File: src/rtl/sha256_axilite_master.sv
// AXI-lite master that streams 512-bit message blocks into a SHA-256 slave and returns the digest.
// Define SHA256_MASTER_SIGCHECK_EN to check the slave signature registers before the first soft reset.
module sha256_axilite_master #(
  parameter int POLL_LIMIT = 1024
) (
  input  logic         ACLK,
  input  logic         ARESETn,
  input  logic         blk_valid,
  output logic         blk_ready,
  input  logic [511:0] blk_data,
  input  logic         blk_last,
  output logic         dgst_valid,
  input  logic         dgst_ready,
  output logic [255:0] dgst_data,
  output logic         AWVALID,
  input  logic         AWREADY,
  output logic [7:0]   AWADDR,
  output logic [2:0]   AWPROT,
  output logic         WVALID,
  input  logic         WREADY,
  output logic [3:0]   WSTRB,
  output logic [31:0]  WDATA,
  input  logic         BVALID,
  output logic         BREADY,
  input  logic [1:0]   BRESP,
  output logic         ARVALID,
  input  logic         ARREADY,
  output logic [7:0]   ARADDR,
  output logic [2:0]   ARPROT,
  input  logic         RVALID,
  output logic         RREADY,
  input  logic [31:0]  RDATA,
  input  logic [1:0]   RRESP,
  output logic         busy,
  output logic         err
);

  localparam int PW = (POLL_LIMIT > 1) ? $clog2(POLL_LIMIT) : 1;
  localparam logic [PW-1:0] POLL_LAST = PW'(POLL_LIMIT - 1);

`ifdef SHA256_MASTER_SIGCHECK_EN
  localparam logic [31:0] SIG_HI = 32'h73686132;
  localparam logic [31:0] SIG_LO = 32'h35360000;
  typedef enum logic [3:0] {SIG, SRST, IDLE, WBLK, PROC, DONE, RDIG, OUT, ERR} state_e;
  localparam state_e RESET_STATE = SIG;
`else
  typedef enum logic [3:0] {SRST, IDLE, WBLK, PROC, DONE, RDIG, OUT, ERR} state_e;
  localparam state_e RESET_STATE = SRST;
`endif

  state_e         state_q, state_d;
  logic           awvalid_q, awvalid_d;
  logic           wvalid_q, wvalid_d;
  logic           bready_q, bready_d;
  logic           arvalid_q, arvalid_d;
  logic           rready_q, rready_d;
  logic [7:0]     awaddr_q, awaddr_d;
  logic [31:0]    wdata_q, wdata_d;
  logic [7:0]     araddr_q, araddr_d;
  logic [511:0]   blk_q, blk_d;
  logic           last_q, last_d;
  logic [3:0]     idx_q, idx_d;
  logic [PW-1:0]  poll_q, poll_d;
  logic [255:0]   dgst_q, dgst_d;
  logic           err_q, err_d;

  logic           bus_idle, wr_fin, rd_fin, rsp_err;

  assign AWVALID    = awvalid_q;
  assign WVALID     = wvalid_q;
  assign BREADY     = bready_q;
  assign ARVALID    = arvalid_q;
  assign RREADY     = rready_q;
  assign AWADDR     = awaddr_q;
  assign WDATA      = wdata_q;
  assign ARADDR     = araddr_q;
  assign AWPROT     = 3'b000;
  assign ARPROT     = 3'b000;
  assign WSTRB      = 4'hF;
  assign blk_ready  = (state_q == IDLE);
  assign dgst_valid = (state_q == OUT);
  assign dgst_data  = dgst_q;
  assign busy       = (state_q != IDLE);
  assign err        = err_q;

  // A new transaction may only start when every channel of the previous one has closed.
  assign bus_idle = !(awvalid_q || wvalid_q || bready_q || arvalid_q || rready_q);
  assign wr_fin   = bready_q && BVALID;
  assign rd_fin   = rready_q && RVALID;
  assign rsp_err  = (wr_fin && (BRESP != 2'b00)) || (rd_fin && (RRESP != 2'b00));

  always_ff @(posedge ACLK) begin
    if (!ARESETn) begin
      state_q   <= RESET_STATE;
      awvalid_q <= 1'b0;
      wvalid_q  <= 1'b0;
      bready_q  <= 1'b0;
      arvalid_q <= 1'b0;
      rready_q  <= 1'b0;
      awaddr_q  <= '0;
      wdata_q   <= '0;
      araddr_q  <= '0;
      blk_q     <= '0;
      last_q    <= 1'b0;
      idx_q     <= '0;
      poll_q    <= '0;
      dgst_q    <= '0;
      err_q     <= 1'b0;
    end else begin
      state_q   <= state_d;
      awvalid_q <= awvalid_d;
      wvalid_q  <= wvalid_d;
      bready_q  <= bready_d;
      arvalid_q <= arvalid_d;
      rready_q  <= rready_d;
      awaddr_q  <= awaddr_d;
      wdata_q   <= wdata_d;
      araddr_q  <= araddr_d;
      blk_q     <= blk_d;
      last_q    <= last_d;
      idx_q     <= idx_d;
      poll_q    <= poll_d;
      dgst_q    <= dgst_d;
      err_q     <= err_d;
    end
  end

  always_comb begin
    state_d   = state_q;
    awvalid_d = awvalid_q;
    wvalid_d  = wvalid_q;
    bready_d  = bready_q;
    arvalid_d = arvalid_q;
    rready_d  = rready_q;
    awaddr_d  = awaddr_q;
    wdata_d   = wdata_q;
    araddr_d  = araddr_q;
    blk_d     = blk_q;
    last_d    = last_q;
    idx_d     = idx_q;
    poll_d    = poll_q;
    dgst_d    = dgst_q;
    err_d     = err_q;

    // AW and W close independently; B opens in the cycle the later of the two closes.
    if (awvalid_q && AWREADY) awvalid_d = 1'b0;
    if (wvalid_q && WREADY) wvalid_d = 1'b0;
    if ((awvalid_q || wvalid_q) && (!awvalid_q || AWREADY) && (!wvalid_q || WREADY))
      bready_d = 1'b1;
    if (wr_fin) bready_d = 1'b0;
    if (arvalid_q && ARREADY) begin
      arvalid_d = 1'b0;
      rready_d  = 1'b1;
    end
    if (rd_fin) rready_d = 1'b0;

    case (state_q)
`ifdef SHA256_MASTER_SIGCHECK_EN
      SIG: begin
        if (bus_idle) begin
          arvalid_d = 1'b1;
          araddr_d  = idx_q[0] ? 8'hF8 : 8'hFC;
        end else if (rd_fin) begin
          if (rsp_err || (RDATA != (idx_q[0] ? SIG_LO : SIG_HI))) begin
            err_d   = 1'b1;
            state_d = ERR;
          end else if (idx_q[0]) begin
            idx_d   = '0;
            state_d = SRST;
          end else begin
            idx_d = 4'd1;
          end
        end
      end
`endif
      SRST: begin
        if (bus_idle) begin
          awvalid_d = 1'b1;
          wvalid_d  = 1'b1;
          awaddr_d  = 8'h60;
          wdata_d   = 32'h0;
        end else if (wr_fin) begin
          if (rsp_err) begin
            err_d   = 1'b1;
            state_d = ERR;
          end else begin
            state_d = IDLE;
          end
        end
      end
      IDLE: begin
        if (blk_valid) begin
          blk_d   = blk_data;
          last_d  = blk_last;
          idx_d   = '0;
          state_d = WBLK;
        end
      end
      WBLK: begin
        if (bus_idle) begin
          awvalid_d = 1'b1;
          wvalid_d  = 1'b1;
          awaddr_d  = {2'b00, idx_q, 2'b00};
          wdata_d   = blk_q[{idx_q, 5'd0} +: 32];
        end else if (wr_fin) begin
          if (rsp_err) begin
            err_d   = 1'b1;
            state_d = ERR;
          end else if (idx_q == 4'd15) begin
            idx_d   = '0;
            poll_d  = '0;
            state_d = PROC;
          end else begin
            idx_d = idx_q + 4'd1;
          end
        end
      end
      PROC, DONE: begin
        if (bus_idle) begin
          arvalid_d = 1'b1;
          araddr_d  = (state_q == PROC) ? 8'h64 : 8'h68;
        end else if (rd_fin) begin
          if (rsp_err) begin
            err_d   = 1'b1;
            state_d = ERR;
          end else if (RDATA[0]) begin
            poll_d = '0;
            idx_d  = '0;
            if (state_q == DONE) state_d = RDIG;
            else state_d = last_q ? DONE : IDLE;
          end else if (poll_q == POLL_LAST) begin
            err_d   = 1'b1;
            state_d = ERR;
          end else begin
            poll_d = poll_q + PW'(1);
          end
        end
      end
      RDIG: begin
        if (bus_idle) begin
          arvalid_d = 1'b1;
          araddr_d  = {3'b010, idx_q[2:0], 2'b00};
        end else if (rd_fin) begin
          if (rsp_err) begin
            err_d   = 1'b1;
            state_d = ERR;
          end else begin
            dgst_d[{idx_q[2:0], 5'd0} +: 32] = RDATA;
            if (idx_q == 4'd7) begin
              idx_d   = '0;
              state_d = OUT;
            end else begin
              idx_d = idx_q + 4'd1;
            end
          end
        end
      end
      OUT: begin
        if (dgst_ready) state_d = IDLE;
      end
      ERR: begin
        awvalid_d = 1'b0;
        wvalid_d  = 1'b0;
        bready_d  = 1'b0;
        arvalid_d = 1'b0;
        rready_d  = 1'b0;
      end
      default: begin
        err_d   = 1'b1;
        state_d = ERR;
      end
    endcase
  end

endmodule

File: config.mk
export PLATFORM = sky130hd
export DESIGN_NAME = sha256_axilite_master
export DESIGN_NICKNAME = d
export VERILOG_FILES = /design/src/rtl/sha256_axilite_master.sv
export SDC_FILE = /design/constraint.sdc
export NUM_CORES = 2
export LEC_CHECK = 0
export CAP_MARGIN = 25
export CORE_AREA = 4 4 341 343
export CTS_CLUSTER_DIAMETER = 150
export DETAILED_ROUTE_END_ITERATION = 7
export DIE_AREA = 0 0 345 347
export DONT_BUFFER_PORTS = 1
export PLACE_DENSITY = 0.5
export SYNTH_ARGS = -nofsm -noshare
export SYNTH_HDL_FRONTEND = slang
export SYNTH_SLANG_ARGS = --single-unit
File: constraint.sdc
create_clock -name ACLK -period 4.5 [get_ports ACLK]
set_clock_uncertainty 0.2 [all_clocks]
set_input_delay 0.45 -clock ACLK [delete_from_list [all_inputs] [get_ports ACLK]]
set_output_delay 0.45 -clock ACLK [all_outputs]
set_load 0.02 [all_outputs]
Yosys cells after proc, flatten, opt, wreduce, memory -nomap -nowiden. Index checks and enable logic that the tools add are counted.

Register bits: 841. Input bits: 558. Output and inout port bits: 323. Logic and storage cells: 178.

Add/sub/neg operators: 3. Equal/unequal tests: 38. Shift-type cells: 3. Multiplexer cells: 76. Bitwise gates (word level): 4. Reductions and logical operators: 39.

Operator list (count): variable part select 512 x 10 -> 32 bit (1); bitwise mux 256 bit (1); variable shift 32 x 10 -> 256 bit, first input constant (1); variable part select 32 x 10 -> 256 bit (1); two-way mux 4 bit (31); two-way mux 10 bit (9); two-way mux 32 bit (2); case mux 32 bit (2 select lines) (1); != test 2 bit, second input constant (18); two-way mux 8 bit (4); case mux 8 bit (2 select lines) (2); case mux 4 bit (7 select lines) (1); equality test 4 x 3 -> 1 bit, second input constant (5); case mux 10 bit (2 select lines) (1); AND reduction 9 bit (2); two-way mux 1 bit (16); case mux 4 bit (4 select lines) (1); != test 3 bit, second input constant (5); AND reduction 14 bit (1); AND reduction 12 bit (1); OR reduction 3 bit (4); adder 10 x 1 -> 10 bit, second input constant (1); equality test 10 bit, second input constant (1); negator 8 -> 10 bit (1); other kinds (21) (52).

Depth between registers and ports, before layout.
Word-level depth: 7. Depth in mapped cells: 15. Gate-level depth less buffers: 8.

Worst setup path after synthesis. Ideal clock, no wire load.

Kind: register -> register. From: reg idx_q[0]. To: reg dgst_q[10], in the netlist dgst_data[10]. Setup time: 0.132 ns. Arrival: 2.993 ns. Required time: 4.168 ns. Path slack: 1.175 ns. Cell stages (with the launch flop): 16. Path buffers: 7. Clock period less this slack: 3.325 ns. Cells stage by stage: dfxtp_1 clkbuf_1 buf_4 buf_2 buf_2 inv_1 ha_1 ha_1 clkbuf_1 nor2b_1 nand3_1 or3_1 clkbuf_1 clkbuf_1 nand2_1 a21oi_1.

Cells in the longest elaborated chain, start to end: 3. Elaborated cells between the ends (all ways): 4. Those cells by class: add/sub (1); shift (2); mux (1).

RTL lines: start: declaration (RTL line 62) `logic [3:0] idx_q, idx_d;`; start signal: assignment (RTL line 121) `idx_q <= idx_d;`; negator 8 -> 10 bit * (RTL line 248) `dgst_d[{idx_q[2:0], 5'd0} +: 32] = RDATA;`; variable part select 32 x 10 -> 256 bit / variable shift 32 x 10 -> 256 bit (equally long branches) (RTL line 248); bitwise mux 256 bit * (RTL line 248); end signal: assignment (RTL line 123) `dgst_q <= dgst_d;`; end: declaration (RTL line 64) `logic [255:0] dgst_q, dgst_d;`.

Every way passes the cells marked *; elsewhere a longest branch is shown, timed or not. A chain may end at the register's enable or synchronous reset.

Worst setup path in the final report.
From: reg idx_q[0]. To: reg dgst_q[193], in the netlist dgst_data[193].

The elaborated chain is that of the path after synthesis.

==> impl_results.html <==
<table>
<tr><th>Metric</th><th>Value</th></tr>
<tr><th colspan="2">Run status</th></tr>
<tr><td>Outcome</td><td>complete, no violations</td></tr>
<tr><th colspan="2">Logic synthesis</th></tr>
<tr><td>Count of flip-flops with a built-in enable after synthesis</td><td>0</td></tr>
<tr><td>Post-Synth Adder-Cell Area</td><td>0.256%</td></tr>
<tr><td>Syn Inst Count</td><td>3916</td></tr>
<tr><td>Total of flip-flops plus latches after synthesis</td><td>834</td></tr>
<tr><td>Count of warnings emitted by yosys</td><td>0</td></tr>
<tr><td>Cell Area, Synth</td><td>34200 um2</td></tr>
<tr><td>Main combinational cell family by area after synthesis</td><td>simple AND/OR/NAND/NOR gates</td></tr>
<tr><td>Simple-Gate Fraction of Synth Area</td><td>19.0%</td></tr>
<tr><td>Multiplexer share of the synthesized area</td><td>16.0%</td></tr>
<tr><td>Xor and xnor area share after synthesis</td><td>0%</td></tr>
<tr><td>Async set or reset register ratio after synthesis</td><td>0%</td></tr>
<tr><td>Post-synthesis cell type count</td><td>65</td></tr>
<tr><td>Seq/Total Area, Yosys</td><td>48.8%</td></tr>
<tr><td>Mean post-synth cell area</td><td>8.73 um2</td></tr>
<tr><td>Most used flip-flop cell after synthesis</td><td>sky130_fd_sc_hd__dfxtp_1</td></tr>
<tr><td>Compound-gate portion of the synthesized area</td><td>11.5%</td></tr>
<tr><th colspan="2">STA</th></tr>
<tr><td>Relative max-transition margin</td><td>37.5%</td></tr>
<tr><td>Total setup violations reported at the end of the flow</td><td>0</td></tr>
<tr><td>Hold violation count in the final report</td><td>0</td></tr>
<tr><td>Slew of the pin with the lowest slew margin</td><td>0.938 ns</td></tr>
<tr><td>Highest Clock Rate</td><td>287 MHz</td></tr>
<tr><td>Minimum clock period after layout</td><td>3.48 ns</td></tr>
<tr><td>Setup TNS after final layout</td><td>0 ns</td></tr>
<tr><td>RSZ-0062 raised after global routing</td><td>no</td></tr>
<tr><td>Number of max-slew violations in the final report</td><td>0</td></tr>
<tr><td>Post-route fraction of the period consumed by the critical path</td><td>77.3%</td></tr>
<tr><th colspan="2">Finish</th></tr>
<tr><td>Area occupied by registers</td><td>16700 um2</td></tr>
<tr><td>Fillcell total</td><td>11500</td></tr>
<tr><td>Most frequent cells in the layout</td><td>1168 x sky130_fd_sc_hd__nand2_1, 831 x sky130_fd_sc_hd__dfxtp_1, 628 x sky130_fd_sc_hd__a21oi_1</td></tr>
<tr><td>Multi-input combinational cell area</td><td>16100 um2</td></tr>
<tr><td>Final net count</td><td>4881</td></tr>
<tr><td>Area grow syn2layout</td><td>30.4%</td></tr>
<tr><td>Most common cell after layout, fill and taps aside</td><td>sky130_fd_sc_hd__nand2_1</td></tr>
<tr><td>Non-filler instance count after layout</td><td>5934</td></tr>
<tr><td>Share of layout cells above drive strength 1</td><td>8.55%</td></tr>
<tr><th colspan="2">Clock network</th></tr>
<tr><td># clock sinks</td><td>834</td></tr>
<tr><td>Library cell used as clock root buffer</td><td>sky130_fd_sc_hd__clkbuf_16</td></tr>
<tr><td>Number of CTS-inserted buffers</td><td>97</td></tr>
<tr><td>Number of levels the H-tree was split into</td><td>3</td></tr>
<tr><td>Insertion delay of the later-clocked pin in the worst-skew pair</td><td>0.68 ns</td></tr>
<tr><td>Clock tree from TritonCTS</td><td>built</td></tr>
<tr><td>Clock tree buffer depth</td><td>3</td></tr>
<tr><td>Clock slew seen by the registers of the worst setup and hold paths</td><td>0.06 ns</td></tr>
<tr><th colspan="2">Place</th></tr>
<tr><td>Final weighted congestion in routability-driven placement</td><td>0.853</td></tr>
<tr><td>Detailed placement HPWL</td><td>104000 um</td></tr>
<tr><td>Count of input and output buffers</td><td>0</td></tr>
<tr><td>DP Cell Count</td><td>5172</td></tr>
<tr><th colspan="2">Routing</th></tr>
<tr><td>Via count</td><td>29800</td></tr>
<tr><td>Routed Wire Length</td><td>144000 um</td></tr>
<tr><td>Final routed wire length divided by cell count</td><td>24.3 um</td></tr>
<tr><td>Number of remaining DRC errors</td><td>0</td></tr>
<tr><td>Antenna-violating nets left</td><td>0</td></tr>
<tr><td>Via density per instance</td><td>5.02</td></tr>
<tr><td>Iteration-0 DRC count of the detailed router</td><td>2070</td></tr>
<tr><td>TritonRoute pass-1 iters</td><td>6</td></tr>
<tr><th colspan="2">Global route</th></tr>
<tr><td>Total global-route track usage</td><td>23.0%</td></tr>
<tr><td>First-pass GRT wire length</td><td>208000 um</td></tr>
<tr><td>Largest net degree at the start of global routing</td><td>148</td></tr>
<tr><td>Number of global-route vias before repair</td><td>29600</td></tr>
<tr><td>Overflow left after global routing</td><td>0</td></tr>
<tr><td>Antenna violations before repair</td><td>41</td></tr>
<tr><th colspan="2">Pwr</th></tr>
<tr><td>Max VDD drop</td><td>0.417 mV</td></tr>
<tr><td>Ratio of total power to cell area</td><td>456 nW/um2</td></tr>
<tr><td>Power after layout</td><td>20300 uW</td></tr>
<tr><td>Leak Pwr</td><td>0.0166 uW</td></tr>
<tr><th colspan="2">Worst setup path</th></tr>
<tr><td>Data arrival time of the worst path</td><td>3.81 ns</td></tr>
<tr><td>Type of the worst setup path</td><td>reg -&gt; reg</td></tr>
<tr><td>Worst Setup End Kind</td><td>flip-flop</td></tr>
<tr><td>Required time at the endpoint of the critical path</td><td>4.83 ns</td></tr>
<tr><td>Crit Path Max Fanout</td><td>31</td></tr>
<tr><td>CP startpoint kind</td><td>flip-flop</td></tr>
<tr><th colspan="2">Floorplan</th></tr>
<tr><td>Floorplan core area</td><td>114000 um2</td></tr>
<tr><td>Chip width</td><td>345 um</td></tr>
<tr><td>Starting utilization of the core area</td><td>30.1%</td></tr>
<tr><td>Count of boundary I/O pins</td><td>881</td></tr>
<tr><td>Vert. Die Dim</td><td>347 um</td></tr>
<tr><td>Row count</td><td>124</td></tr>
<tr><td>Die outline area</td><td>120000 um2</td></tr>
<tr><th colspan="2">Min path</th></tr>
<tr><td>Class of the most critical hold timing path</td><td>in -&gt; reg</td></tr>
<tr><th colspan="2">Run</th></tr>
<tr><td>Number of max-cap violations</td><td>0</td></tr>
</table>
## through the flow
step	util (%)	instance area (um2)	hold slack (ns)	worst slack, ns
2_1_floorplan	-	34300	0.233	1.18
3_3_place_gp	31.2	35400	0.240	0.982
3_5_place_dp	31.2	35400	0.244	0.905
4_1_cts	39.2	44500	0.00290	0.905
5_1_grt	39.2	44600	0.0352	0.696
6_report	39.3	44600	0.0295	1.02
## state kept, by name, indices dropped and copies added, names as in the netlist
| name | cells |
|---|---|
| blk_q | 512 |
| dgst_data | 256 |
| WDATA | 32 |
| poll_q | 10 |
| ARADDR | 5 |
| AWADDR | 5 |
| idx_q | 4 |
| state_q | 3 |
| ARVALID | 1 |
| AWVALID | 1 |
| BREADY | 1 |
| RREADY | 1 |
| WVALID | 1 |
| err | 1 |
| last_q | 1 |
## cell type report
class / instances / area share, %
Timing Repair Buffer: 614 / 14.0
Tap cell: 1512 / 4.24
Sequential cell: 834 / 37.5
Inverter: 12 / 0.118
Multi-Input combinational cell: 2757 / 36.2
Antenna cell: 24 / 0.135
Clock inverter: 40 / 1.40
Clock buffer: 141 / 6.47
## report_power, final
group          total (uW)  leakage [uW]  internal (uW)  switching [uW]
registers            8370       0.00674           7940             426
logic                3420       0.00811           1230            2190
clock network        8560       0.00171           5170            3390
## cell families after synthesis
kind of cell	count (synthesis)
simple gates	1627
flops	834
compound gates	730
mux	377
buf+inv	339
fa+ha+maj	7
other cells	2
## layer usage
layer  global-route usage, %  vias up  wire length [um]
met4                    9.51       30              6390
met1                    26.5    14300             55400
met3                    7.09      295             12000
met2                    39.7     1125             70400
li1                        -    14100                 -
met5                       0        -               173
## cell usage after synthesis (11+ instances only)
| library cell | n | area (um2) |
|---|---|---|
| sky130_fd_sc_hd__nor2_1 | 311 | 1170 |
| sky130_fd_sc_hd__buf_2 | 98 | 490 |
| sky130_fd_sc_hd__nand3_1 | 21 | 105 |
| sky130_fd_sc_hd__nand2b_1 | 50 | 313 |
| sky130_fd_sc_hd__clkbuf_1 | 200 | 751 |
| sky130_fd_sc_hd__mux2i_1 | 240 | 2400 |
| sky130_fd_sc_hd__mux4_2 | 137 | 3090 |
| sky130_fd_sc_hd__buf_4 | 18 | 135 |
| sky130_fd_sc_hd__a21oi_1 | 628 | 3140 |
| sky130_fd_sc_hd__or3_1 | 20 | 125 |
| sky130_fd_sc_hd__buf_1 | 11 | 41.3 |
| sky130_fd_sc_hd__o22a_1 | 23 | 201 |
| sky130_fd_sc_hd__o21ai_0 | 19 | 95.1 |
| sky130_fd_sc_hd__nand2_1 | 1169 | 4390 |
| sky130_fd_sc_hd__dfxtp_1 | 834 | 16700 |
## timing repair
action                    4_1_cts  5_1_grt
hold endpoints to repair      628        0
buffers inserted                0        0
hold buffers                  557        0
gates resized for setup         0        0
## final timing paths
path,start,cells after the start,end,slack (ns)
max reg2reg,idx_q[0],8,dgst_data[193],1.02
max,idx_q[0],8,dgst_data[193],1.02
min reg2reg,blk_q[338],2,blk_q[338],0.25
min,ARESETn,2,blk_q[220],0.03
## critical path, stage by stage, from the launching register on
cell and delay, ns:
sky130_fd_sc_hd__dfxtp_4 0.78, sky130_fd_sc_hd__inv_1 0.19, sky130_fd_sc_hd__ha_1 0.25, sky130_fd_sc_hd__ha_1 0.36, sky130_fd_sc_hd__nor2b_1 0.33, sky130_fd_sc_hd__nand3_2 0.57, sky130_fd_sc_hd__buf_4 0.43, sky130_fd_sc_hd__mux2i_1 0.17
sky130_fd_sc_hd__nor2_1 0.06
Note: power is estimated with default switching activity, not from simulation.
